==> src/rtl/adc_scan_sched.sv <==
// adc_scan_sched: round-robin scan scheduler for a 4-channel muxed parallel ADC.
// Each conversion runs mux settle -> WR strobe -> wait for end-of-conversion
// -> RD strobe -> result write, with one shared down-counter timing the steps.
module adc_scan_sched #(
    parameter int SETTLE_CYC = 8,
    parameter int WR_CYC     = 4,
    parameter int RD_CYC     = 4,
    parameter int TMO_CYC    = 1024
) (
    input  logic       clk,
    input  logic       rst,
    input  logic       run,
    input  logic [3:0] ch_en,
    input  logic       intr_n,
    input  logic [7:0] adata,
    output logic       cs_n,
    output logic       wr_n,
    output logic       rd_n,
    output logic [1:0] mux_sel,
    input  logic [1:0] rd_ch,
    output logic [7:0] rd_data,
    output logic       done,
    output logic [1:0] done_ch,
    output logic       busy,
    output logic [3:0] tmo_err,
    input  logic       err_clr
);

    localparam int MAX_A   = (SETTLE_CYC > WR_CYC) ? SETTLE_CYC : WR_CYC;
    localparam int MAX_B   = (RD_CYC > TMO_CYC) ? RD_CYC : TMO_CYC;
    localparam int MAX_CYC = (MAX_A > MAX_B) ? MAX_A : MAX_B;
    localparam int CW      = $clog2(MAX_CYC + 1);

    typedef enum logic [2:0] {
        IDLE,
        SETTLE,
        WR,
        WAIT,
        RD,
        DONE
    } state_t;

    state_t          state, state_nxt;
    logic [CW-1:0]   cnt, cnt_nxt;
    logic [1:0]      sync;
    logic            intr_s;
    logic [1:0]      ptr;
    logic [1:0]      pick;
    logic            found;
    logic            start;
    logic            sel_load;
    logic            tmo_set;
    logic            tmo_hit;
    logic            cap_en;
    logic            res_wr;
    logic [7:0]      cap;
    logic [3:0][7:0] res;

    assign intr_s  = sync[1];
    assign start   = run && (ch_en != 4'd0);
    assign busy    = (state != IDLE);
    assign rd_data = res[rd_ch];

    // Round-robin pick: first enabled channel after the last one selected.
    always_comb begin
        pick  = ptr;
        found = 1'b0;
        for (int i = 1; i <= 4; i++) begin
            if (!found && ch_en[ptr + 2'(i)]) begin
                pick  = ptr + 2'(i);
                found = 1'b1;
            end
        end
    end

    // Next-state, shared counter reload and per-state control pulses.
    always_comb begin
        state_nxt = state;
        cnt_nxt   = cnt;
        sel_load  = 1'b0;
        tmo_set   = 1'b0;
        cap_en    = 1'b0;
        res_wr    = 1'b0;
        unique case (state)
            IDLE: begin
                if (start) begin
                    state_nxt = SETTLE;
                    cnt_nxt   = CW'(SETTLE_CYC - 1);
                    sel_load  = 1'b1;
                end
            end
            SETTLE: begin
                if (cnt == '0) begin
                    state_nxt = WR;
                    cnt_nxt   = CW'(WR_CYC - 1);
                end else begin
                    cnt_nxt = cnt - CW'(1);
                end
            end
            WR: begin
                if (cnt == '0) begin
                    state_nxt = WAIT;
                    cnt_nxt   = CW'(TMO_CYC - 1);
                end else begin
                    cnt_nxt = cnt - CW'(1);
                end
            end
            WAIT: begin
                if (!intr_s) begin
                    state_nxt = RD;
                    cnt_nxt   = CW'(RD_CYC - 1);
                end else if (cnt == '0) begin
                    state_nxt = DONE;
                    tmo_set   = 1'b1;
                end else begin
                    cnt_nxt = cnt - CW'(1);
                end
            end
            RD: begin
                if (cnt == '0) begin
                    state_nxt = DONE;
                    cap_en    = 1'b1;
                end else begin
                    cnt_nxt = cnt - CW'(1);
                end
            end
            DONE: begin
                res_wr = !tmo_hit;
                if (start) begin
                    state_nxt = SETTLE;
                    cnt_nxt   = CW'(SETTLE_CYC - 1);
                    sel_load  = 1'b1;
                end else begin
                    state_nxt = IDLE;
                end
            end
            default: state_nxt = IDLE;
        endcase
    end

    // State register, counter, and the timeout marker consumed in DONE.
    always_ff @(posedge clk) begin
        if (rst) begin
            state   <= IDLE;
            cnt     <= '0;
            tmo_hit <= 1'b0;
        end else begin
            state <= state_nxt;
            cnt   <= cnt_nxt;
            if (state_nxt == DONE)
                tmo_hit <= tmo_set;
        end
    end

    // Registered strobes (decoded from next state), channel select, capture,
    // result file, completion reporting and sticky timeout flags.
    always_ff @(posedge clk) begin
        if (rst) begin
            sync    <= 2'b11;
            cs_n    <= 1'b1;
            wr_n    <= 1'b1;
            rd_n    <= 1'b1;
            mux_sel <= '0;
            ptr     <= 2'd3;
            cap     <= '0;
            res     <= '0;
            done    <= 1'b0;
            done_ch <= '0;
            tmo_err <= '0;
        end else begin
            sync <= {sync[0], intr_n};
            cs_n <= !((state_nxt == WR) || (state_nxt == RD));
            wr_n <= (state_nxt != WR);
            rd_n <= (state_nxt != RD);
            if (sel_load) begin
                mux_sel <= pick;
                ptr     <= pick;
            end
            if (cap_en)
                cap <= adata;
            if (res_wr) begin
                res[mux_sel] <= cap;
                done_ch      <= mux_sel;
            end
            done <= res_wr;
            // A timeout landing in the same cycle as err_clr stays set.
            if (err_clr)
                tmo_err <= '0;
            if (tmo_set)
                tmo_err[mux_sel] <= 1'b1;
        end
    end

endmodule

==> config.mk <==
export PLATFORM = sky130hd
export DESIGN_NAME = adc_scan_sched
export DESIGN_NICKNAME = d
export VERILOG_FILES = /design/src/rtl/adc_scan_sched.sv
export SDC_FILE = /design/constraint.sdc
export NUM_CORES = 1
export LEC_CHECK = 0
export CAP_MARGIN = 0
export CORE_ASPECT_RATIO = 1.25
export CORE_MARGIN = 2
export CORE_UTILIZATION = 50
export CTS_CLUSTER_DIAMETER = 60
export DETAILED_ROUTE_END_ITERATION = 12
export GPL_TIMING_DRIVEN = 0
export PLACE_DENSITY = 0.83
export SKIP_LAST_GASP = 1
export SLEW_MARGIN = 10
export SYNTH_ARGS = -nofsm -noshare
export SYNTH_HDL_FRONTEND = slang
export SYNTH_SLANG_ARGS = --single-unit
==> constraint.sdc <==
create_clock -name clk -period 2.4 [get_ports clk]
set_input_delay 0.48 -clock clk [delete_from_list [all_inputs] [get_ports clk]]
set_output_delay 0.48 -clock clk [all_outputs]
set_load 0.02 [all_outputs]
==> metrics.md <==
| Metric | Value |
|---|---|
| Main area contributors after synthesis | dfxtp_1 42%, nand2_1 6.7%, a21oi_1 6.2%, mux4_2 5.3%, nand3_1 5.1% |
| Grt met1 use | 0.271 |
| RR Endpoint | cnt[0] |
| Depth of the most critical reg-to-reg path | 10 |
| Final wirelength | 8.75 mm |
| Ys flop type | dfxtp_1 |
| Ys async rst share | 0 |
| Setup Viol. Count Final | 0 |
| Syn Nets | 422 |
| RSZ-0062 raised after global routing | true |
| Yosys warning count | 0 |
| Reg2reg start | cnt[0] |
| Met3 GRT Util | 0.0328 |
| Met2 usage | 0.444 |
| Multiplexer share of the synthesized area | 0.0924 |
| GR peak layer | met2 |
| TritonCTS clock tree | built |
| PortBufs | 36 |
| CP endpoint kind | primary output |
| Commonest cells in the netlist | 71 x dfxtp_1, 61 x nand2_1, 42 x a21oi_1 |
| Synth Area per Inst | between 8 and 9 um^2 |
| Vias/cell | 5.90 |
| Fill cells | 558 |
| Worst setup path start | rd_ch[1] |
| Placed cell area | between 3000 and 4000 um^2 |
| Share of layout cells above drive strength 1 | 0.117 |
| Synth Area in Adders | 0.0110 |
| Final hold viol count | 0 |
| Crit-path cells | buf_2 > mux4_2 > clkdlybuf4s50_1 |
| Width of the die | 77.9 um |
| Pins Over Slew Limit | 0 |
| Clock root cell | clkbuf_8 |
| Via count | 3179 |
| Critical path required time | 1.92 ns |
| Initial Utilization | 0.520 |
| Die H | 96.4 um |
| Post-synth top area cell | dfxtp_1 |
| Pin count of the biggest net entering global routing | 14 |
| # IOs | 40 |
| Tightest Pin Transition | ~0.8 ns |
| Post-synth EDFFs | 0 |
| Clock skew | 0.0109 ns |
| Hold Path Origin | rst |
| Count leader, synth | dfxtp_1 |
| Full die area | 7510 um^2 |
| PwrDens | 1050 nW/um^2 |
| Fin util | 0.627 |
| Residual DRC | 0 |
| Post-Synth XOR/XNOR Area | 0.00513 |
| Final instance area | 4120 um^2 |
| Yosys top cell area share | 0.417 |
| Compound-Gate Fraction of Synth Area | 0.172 |
| Nets@finish | around 470 |
| Largest family of logic cells by synthesized area | simple AND/OR/NAND/NOR gates |
| Register-to-Register Setup Slack | 0.10 ns |
| Synthesis-stage register bit count | 71 |
| Final worst slack | 0.0477 ns |
| Initial antenna violation count | 0 |
| Worst Hold Class | input port to flip-flop |
| Std cell rows | 33 |
| Post-synthesis sequential area ratio | 0.417 |
| Hpwl dp | 5.97 mm |
| Final period util | 0.980 |
| Status | finished, final reports clean |
| Crit path arrival time | 1.87 ns |
| Largest stage delay on the critical path | 0.57 ns |
| Setup_tns | 0 ns |
| CP Launch Type | input port |
| Layout area overhead | 20.7% |
| H-tree lvl count | 3 |
| Reg clk slew, reported paths | 0.07 ns |
| Gpl congestion | 0.906 |
| Synth cell types | 58 |
| Min-Delay Endpoint | state[2] |
| Top achievable clock speed | 425 MHz |
| Cts bufs inserted | 9 |
| ANT nets after route | 0 |
| Max Root-Sink Buffers | 2 |
| Clk_lat worst skew | 0.36 ns |
| Slowest-stage cell, CP | mux4_2 |
| Mapped Cells | 400 |
| Mapped Area | 3410 um^2 |
| Max-slew headroom | 0.470 |
| Starting DRT DRC Count | 207 |
| Hold Path Stages | 2 |
| Leakage | 1.44 nW |
| Worst Path Max Fanout | 8 |
| Core area | around 6600 um^2 |
| Peak supply drop | 916 uV |
| Pre-CTS setup slack | -0.570 ns |
| Post-Synth Simple-Gate Area | 0.248 |
| Total GRT Usage | 0.243 |
| Fin crit period | 2.35 ns |
| Total grt overflow | 0 |
| First-pass GRT wire length | 14.1 mm |
| Average wire per standard cell | around 16 um |
| Layout Cells excl Fill | around 540 |
| Antenna Cells | 0 |
| Total of max-cap violations | 0 |
| Pre-antenna DRT Iters | 5 |
| Placed insts | 523 |
| Clock Sink Count | between 70 and 80 |
| Vias in the first global route | 3018 |
| Worst Path Class, Setup | input port to primary output |
-- metrics by stage --
stage | hold WS, ns | power, mW
2_1_floorplan | 0.389 | 2.87
3_3_place_gp | 0.392 | 3.27
3_5_place_dp | 0.407 | 3.30
4_1_cts | 0.334 | 4.30
5_1_grt | 0.347 | 4.57
6_report | 0.334 | 4.33
-- worst max path at each step --
stage	endpoint	slack (ns)
floorplan	cnt[0]	0.003
global placement	cnt[8]	-0.55
detailed placement	cnt[10]	-0.57
CTS	cnt[0]	-0.11
global route	cnt[0]	-0.07
finish	rd_data[4]	0.05
-- flip-flops by register name, indices dropped and copies added (netlist names) --
signal   flops
res         32
cnt         11
cap          8
tmo_err      4
state        3
done_ch      2
mux_sel      2
ptr          2
sync         2
cs_n         1
done         1
rd_n         1
tmo_hit      1
wr_n         1
-- critical path: cells and delay by family --
family	cells	cell delay, ns
muxes	1	0.57
buffers and inverters	2	0.82
-- cell families (layout without fill, tap and decap cells) --
family	Yosys count	after routing
fa+ha+maj	3	3
buf+inv	39	91
compound gates	91	91
xor+xnor	2	2
mux	21	21
flops	71	71
simple gates	173	173
-- final cells by class --
class | instances | area, um^2 | area share
Inverter | 12 | 47.5 | 0.0115
Buffer | 25 | 134 | 0.0325
Sequential cell | 71 | 1430 | 0.346
Tap cell | 87 | 109 | 0.0264
Multi-Input combinational cell | 290 | 1830 | 0.445
Clock buffer | 10 | 128 | 0.0310
Clock inverter | 6 | 68.8 | 0.0167
Timing Repair Buffer | 38 | 375 | 0.0912
-- cells in the final DEF (no fill, tap or decap), types with 4 or more instances in the layout --
cell type / instances
o31ai_1: 4
nor2_1: 33
o21ai_0: 7
mux2i_1: 12
mux4_2: 8
clkbuf_8: 9
a211oi_1: 4
clkbuf_2: 4
or3_1: 4
a21oi_1: 42
clkdlybuf4s50_1: 36
nor3_1: 11
a22oi_1: 5
dfxtp_1: 70
nand3_1: 35
inv_1: 11
clkbuf_1: 14
buf_6: 4
nor2b_1: 5
nand2_1: 61
-- per-layer routing --
layer  routed length (um)  part of all wire
met3                  505             0.058
met5                    0                 0
met2                 4540              0.52
met4                  267             0.031
met1                 3440              0.39
-- what timing repair did --
item	in CTS	in global routing
pin swaps	1	4
setup buffers	1	1
setup endpoints to repair	20	47
hold buffers	0	0
resized for setup	5	10
cloned	0	0
-- power breakdown --
part	internal [mW]	total, mW	switching (mW)
clock network	0.485	0.958	0.473
registers	1.31	1.46	0.145
logic	0.765	1.92	1.15
total	2.56	4.33	1.77
No activity file was read; power rests on OpenSTA's default activity.
